<file path="config.mk">
export PLATFORM = sky130hd
export DESIGN_NAME = serial_adder
export DESIGN_NICKNAME = d
export VERILOG_FILES = /design/src/rtl/serial_adder_pkg.sv /design/src/rtl/serial_adder_full_adder.sv /design/src/rtl/serial_adder.sv
export SDC_FILE = /design/constraint.sdc
export NUM_CORES = 1
export LEC_CHECK = 0
export ABC_AREA = 1
export CAP_MARGIN = 20
export CORE_MARGIN = 2
export CORE_UTILIZATION = 40
export CTS_BUF_LIST = sky130_fd_sc_hd__clkbuf_8
export DETAILED_ROUTE_END_ITERATION = 12
export HOLD_SLACK_MARGIN = 0.15
export PLACE_DENSITY = 0.75
export SLEW_MARGIN = 20
export SYNTH_ARGS = -nofsm -noshare
export SYNTH_HDL_FRONTEND = slang
export SYNTH_SLANG_ARGS = --single-unit
</file>
<file path="constraint.sdc">
create_clock -name clk -period 3.1 [get_ports clk]
set_clock_uncertainty 0.2 [all_clocks]
set_input_delay 0.62 -clock clk [delete_from_list [all_inputs] [get_ports clk]]
set_output_delay 0.62 -clock clk [all_outputs]
set_load 0.03 [all_outputs]
</file>
<file path="src/rtl/serial_adder_pkg.sv">
// Shared types and constants for the bit-serial adder.
package serial_adder_pkg;

    typedef enum logic [1:0] {
        IDLE = 2'd0,
        RUN  = 2'd1,
        DONE = 2'd2
    } state_t;

    localparam int SERIAL_ADDER_W_DEFAULT = 8;

endpackage

</file>
<file path="src/rtl/serial_adder_full_adder.sv">
// Single-bit combinational full adder used as the serial adder's datapath cell.
module full_adder (
    input  logic a,
    input  logic b,
    input  logic cin,
    output logic sum,
    output logic cout
);

    assign sum  = a ^ b ^ cin;
    assign cout = (a & b) | (a & cin) | (b & cin);

endmodule

</file>
<file path="src/rtl/serial_adder.sv">
// Bit-serial W-bit adder: one full-adder cell, a carry flop and LSB-first shift registers.
// Define SERIAL_ADDER_SUB_EN to add the sub port (a - b via inverted B and carry-in of 1).
module serial_adder
    import serial_adder_pkg::*;
#(
    parameter int W = SERIAL_ADDER_W_DEFAULT
) (
    input  logic         clk,
    input  logic         rst,
    input  logic         start,
    input  logic [W-1:0] a,
    input  logic [W-1:0] b,
    input  logic         cin,
`ifdef SERIAL_ADDER_SUB_EN
    input  logic         sub,
`endif
    output logic         busy,
    output logic         done,
    output logic [W-1:0] sum,
    output logic         cout
);

    localparam int CW = $clog2(W);
    localparam logic [CW-1:0] LAST = CW'(W - 1);

    state_t          state;
    logic [CW-1:0]   cnt;
    logic [W-1:0]    a_sh;
    logic [W-1:0]    b_sh;
    logic [W-1:0]    sum_sh;
    logic            carry;
    logic            accept;
    logic            fa_sum;
    logic            fa_cout;
    logic [W-1:0]    b_load;
    logic            carry_load;

    assign accept = start && (state == IDLE || state == DONE);

`ifdef SERIAL_ADDER_SUB_EN
    assign b_load     = sub ? ~b : b;
    assign carry_load = sub ? 1'b1 : cin;
`else
    assign b_load     = b;
    assign carry_load = cin;
`endif

    full_adder u_fa (
        .a    (a_sh[0]),
        .b    (b_sh[0]),
        .cin  (carry),
        .sum  (fa_sum),
        .cout (fa_cout)
    );

    // Operand shift registers carry no reset; they are always loaded before use.
    always_ff @(posedge clk) begin
        if (accept) begin
            a_sh <= a;
            b_sh <= b_load;
        end else if (state == RUN) begin
            a_sh <= {1'b0, a_sh[W-1:1]};
            b_sh <= {1'b0, b_sh[W-1:1]};
        end
    end

    always_ff @(posedge clk or posedge rst) begin
        if (rst) begin
            state  <= IDLE;
            cnt    <= '0;
            carry  <= 1'b0;
            sum_sh <= '0;
            cout   <= 1'b0;
            busy   <= 1'b0;
            done   <= 1'b0;
        end else begin
            case (state)
                IDLE, DONE: begin
                    done <= 1'b0;
                    if (accept) begin
                        state <= RUN;
                        cnt   <= '0;
                        carry <= carry_load;
                        busy  <= 1'b1;
                    end else begin
                        state <= IDLE;
                    end
                end
                RUN: begin
                    // Result bits enter at the MSB so bit 0 lands in place after W steps.
                    sum_sh <= {fa_sum, sum_sh[W-1:1]};
                    carry  <= fa_cout;
                    if (cnt == LAST) begin
                        state <= DONE;
                        cout  <= fa_cout;
                        busy  <= 1'b0;
                        done  <= 1'b1;
                    end else begin
                        cnt <= cnt + 1'b1;
                    end
                end
                default: begin
                    state <= IDLE;
                    busy  <= 1'b0;
                    done  <= 1'b0;
                end
            endcase
        end
    end

    assign sum = sum_sh;

endmodule

</file>
* Word-level counts from Yosys, hierarchy flattened
Cells that the tools add are included.
Word-level totals: bits in registers 33, input bits 20, output and inout bits 11, logic and storage cells 50
Operators by class: add/sub/neg operators 1, equal/unequal tests 6, multiplexer cells 17, bitwise logic cells 7, reduce and logical (&&, ||, !) cells 10
Operators by type and width (number):
- $mux 8 | 4
- $mux 1 | 6
- $mux 3 | 2
- $pmux 3 s2 | 1
- $reduce_and 2->1 | 3
- $ne 2x2->1 const B | 2
- $pmux 1 s2 | 2
- $pmux 2 s2 | 1
- $reduce_bool 2->1 | 2
- $add 3x1->3 const B | 1
- $and 1x1->1 | 3
- $eq 3x3->1 const B | 1
- $reduce_and 3->1 | 1
- $eq 2x1->1 const B | 1
- $eq 2x2->1 const B | 1
- $logic_not 2->1 | 1
- $mux 2 | 1
- $ne 2x1->1 const B | 1
- $or 1x1->1 | 2
- $reduce_or 2->1 | 1
- $xor 1x1->1 | 2
- $logic_and 1x1->1 | 1
- $logic_or 1x1->1 | 1

* Logic depth before layout (Yosys ltp)
depth after elaboration 5, gate-level depth with buffers 7, mapped depth without buffers 7

* Cells and area by module
From an unflattened synthesis, not the netlist that was laid out.
Second synthesis, totals: cells, all modules 144, area total of the unflattened synthesis 1407.6 sq um
By module, submodules not included:
- serial_adder | times used 1, cells each 143, area each 1387.6 sq um, sequential area each 880.8 sq um
- full_adder | times used 1, cells each 1, area each 20.0 sq um, sequential area each 0.0 sq um

* Worst setup path before layout
OpenSTA, ideal clock, no wires.
path kind input port to flip-flop, start input start, end register a_sh[0], enable pin, setup time 0.373 ns, arrival time 1.057 ns, required time 2.527 ns, path slack 1.470 ns, cell stages on the path 2, buffers on the path 0, cells stage by stage nand2_4 nand2_1
On the way: longest elaborated chain between the ends 2
Ends and longest elaborated chain:
- start: declaration | line serial_adder.sv:10 | input logic start,
- $logic_and 1x1->1 | line serial_adder.sv:38 | assign accept = start && (state == IDLE || state == DONE);
- $reduce_bool 2->1 (no source line)
- end signal: assignment | line serial_adder.sv:62 | a_sh <= {1'b0, a_sh[W-1:1]};
- end: declaration | line serial_adder.sv:28 | logic [W-1:0] a_sh;
No other way between the ends. A chain may end at the register's enable or synchronous reset.

* Final worst setup path
start register state[0], end register a_sh[0], enable pin
On the way: longest elaborated chain between the ends 4, elaborated cells between the ends (all ways) 6, classes of those cells 2 x eq/ne; 4 x reduce/logical
Ends and longest elaborated chain:
- start: declaration | line serial_adder.sv:26 | state_t state;
- start signal: assignment | line serial_adder.sv:69 | state <= IDLE;
- start signal: assignment | line serial_adder.sv:81 | state <= RUN;
- start signal: assignment | line serial_adder.sv:86 | state <= IDLE;
- $eq 2x2->1 / $logic_not 2->1 (equally long branches) | line serial_adder.sv:38
- $logic_or 1x1->1 | line serial_adder.sv:38
- $logic_and 1x1->1 | line serial_adder.sv:38
- $reduce_bool 2->1 (no source line) *
Mark *: on every way between the ends. The rest lies on a longest branch, timed or not.

==> impl_metrics.env <==
export IMPL_status="complete, no violations"
export IMPL_vias_per_cell=4.73
export IMPL_syn2layout_area_growth_pct=28.6
export IMPL_postRouteAntennaNets=0
export IMPL_fmax_mhz=455
export IMPL_grt_pass1_wl_mm=4.43
export IMPL_syn_avg_cell_area_um2=9.80
export IMPL_drc_errors=0
export IMPL_critPathBufInv=1
export IMPL_track_usage_pct=14.4
export IMPL_grt_max_degree=24
export IMPL_crit_chain="inv_2, nand2_4, nand2_1"
export IMPL_grt_overflow=0
export IMPL_fin_hold_ws_ns=0.269
export IMPL_cts_tree="done"
export IMPL_die_area_um2=4100
export IMPL_drv_slew=0
export IMPL_total_power_mw=1.95
export IMPL_fp_dieW_um=64
export IMPL_wl_mm=2.55
export IMPL_clk_latency_ns=0.29
export IMPL_hold_buffers=0
export IMPL_p_per_area_nw_per_um2=1050
export IMPL_die_height_um=64
export IMPL_ir_drop_mv=0.361
export IMPL_clk_pin_slew_worst_paths_ns=0.06
export IMPL_wl_per_cell_um=11.3
export IMPL_hpwl_mm=1.81
export IMPL_cts_setup_buffers=0
export IMPL_ys_seq_area_share_pct=62.9
export IMPL_postSynthCellCount=147
export IMPL_stdcell_count=225
export IMPL_core_area_um2=3390
export IMPL_synth_area_um2=1440
export IMPL_place_area_um2=1760
export IMPL_synth_top_area_cell="edfxtp_1"
export IMPL_grt_pass1_vias=1017
export IMPL_yosys_top_cells_area="edfxtp_1 33%, dfrtp_1 30%, nand2_1 14%"
export IMPL_cts_buffers=5
export IMPL_rsz0062_at_grt="false"
export IMPL_worst_pin_slew_ns=0.699
export IMPL_endpoint_kind="flip-flop"
export IMPL_setup_violations=0
export IMPL_io_pins=31
export IMPL_ctsResizeCount=0
export IMPL_relSlewSlack_pct=53.3
export IMPL_synth_warnings=0
export IMPL_synthFlopType="dfrtp_1"
export IMPL_ys_ff_latch=33
export IMPL_syn_num_nets=170
export IMPL_gp_congestion=0.720
export IMPL_start_kind="flip-flop"
export IMPL_hold_class="flip-flop to flip-flop"
export IMPL_fin_area_um2=1850
export IMPL_period_minus_slack_ns=2.20
export IMPL_finalNetCount=201
export IMPL_final_util_pct=54.6
export IMPL_drv_cap=0
export IMPL_drive_gt1_share_pct=5.59
export IMPL_antenna_found_initial=0
export IMPL_n_antenna_cell=0
export IMPL_clk_path_buf_depth=2
export IMPL_io_buffers=30
export IMPL_crit_fanout=23
export IMPL_synthArstFlopShare_pct=51.5
export IMPL_start_util_pct=42.5
export IMPL_slowest_delay_ns=0.58
export IMPL_crit_family="simple AND/OR/NAND/NOR gates"
export IMPL_final_hold_viol_count=0
export IMPL_rows=21
export IMPL_drt_pass1_iter_count=5
export IMPL_dr_total_vias=1065
export IMPL_placedCellCount=217
export IMPL_pre_cts_ws_ns=0.587
export IMPL_leakage_nw=0.880
export IMPL_yosysTopAreaCellShare_pct=33.4
export IMPL_path_class="flip-flop to flip-flop"
export IMPL_synth_edf_count=16
export IMPL_drtIter0Drc=66
export IMPL_synthDistinctLibCells=18
export IMPL_tns_ns=0
export IMPL_cp_required_ns=2.81
export IMPL_cp_arrival_ns=1.91
export IMPL_cts_sinks=33
export IMPL_cts_max_level=2
export IMPL_clockRootBuffer="clkbuf_8"
export IMPL_fin_crit_sh_pct=70.9
export IMPL_fin_ws_ns=0.901
export IMPL_critPathSlowestCell="nand2_1"
-- cells by family after synthesis --
| kind of cell | Yosys count | share of synthesized area [%] |
|---|---|---|
| buffers and inverters | 17 | 5.65 |
| AO/OA/AOI/OAI | 3 | 1.04 |
| AND/OR/NAND/NOR | 91 | 27.3 |
| adder cells (fa/ha/maj) | 3 | 3.13 |
| flip-flops | 33 | 62.9 |
-- final timing paths --
| path | slack [ns] | cells past startpoint | start | endpoint |
|---|---|---|---|---|
| max | 0.90 | 3 | state[0]$_DFFE_PP0P_ | a_sh[0]$_DFFE_PP_ |
| min | 0.27 | 2 | sum[0]$_DFFE_PP0N_ | sum[0]$_DFFE_PP0N_ |
| max reg2reg | 0.90 | 3 | state[0]$_DFFE_PP0P_ | a_sh[0]$_DFFE_PP_ |
| min reg2reg | 0.27 | 2 | sum[0]$_DFFE_PP0N_ | sum[0]$_DFFE_PP0N_ |
| max in group asynchronous | 1.77 | 2 | rst | state[0]$_DFFE_PP0P_ |
| min in group asynchronous | 0.53 | 2 | rst | cnt[1]$_DFFE_PP0P_ |
-- synth_stat cells, types with 2 or more instances --
| cell | instances |
|---|---|
| nand2_1 | 53 |
| inv_1 | 9 |
| nand3_1 | 27 |
| nand4_1 | 3 |
| nor2_1 | 6 |
| dfrtp_1 | 17 |
| ha_1 | 2 |
| buf_2 | 5 |
| edfxtp_1 | 16 |
-- layout by cell type, fill, tap and decap left out, drive strengths merged --
master         netlist  layout
nor2                 6       6
edfxtp              16      16
fa                   1       1
inv                 10      12
ha                   2       2
o21ai                2       2
buf                  7       1
nand2               55      55
clkdlybuf4s50        0      30
dfrtp               17      17
nand4                3       3
a21oi                1       1
clkbuf               0       6
nand3               27      27
-- layout make-up --
cell class	count	area, um2
Inverter	10	37.5
Clock inverter	2	7.51
Fill cell	312	1540
Multi-Input combinational cell	97	453
Clock buffer	6	82.6
Tap cell	46	57.6
Timing Repair Buffer	31	308
Sequential cell	33	906
-- worst min-delay path: stages, from the launching register on --
cell and delay, ns:
dfrtp_1 0.34, nand2_1 0.05, nand2_1 0.04
-- where the power goes --
part           switching (mW)  total [mW]  internal [mW]
combinational           0.470       0.768          0.298
clock                   0.146       0.320          0.174
sequential              0.121       0.858          0.737
-- routing by layer --
layer	vias up	global-route usage, %	share of wire [%]
met2	41	23.6	48
met5	-	0	0
met3	4	5.81	7.4
met1	480	16.9	43
met4	0	5.71	1.6
li1	540	-	-
-- state kept, by name (all words and copies together), names as in the netlist --
signal  cells
cnt         3
busy        1
sum         8
b_sh        8
carry       1
state       2
a_sh        8
done        1
cout        1
(Power assumes the default switching activity.)
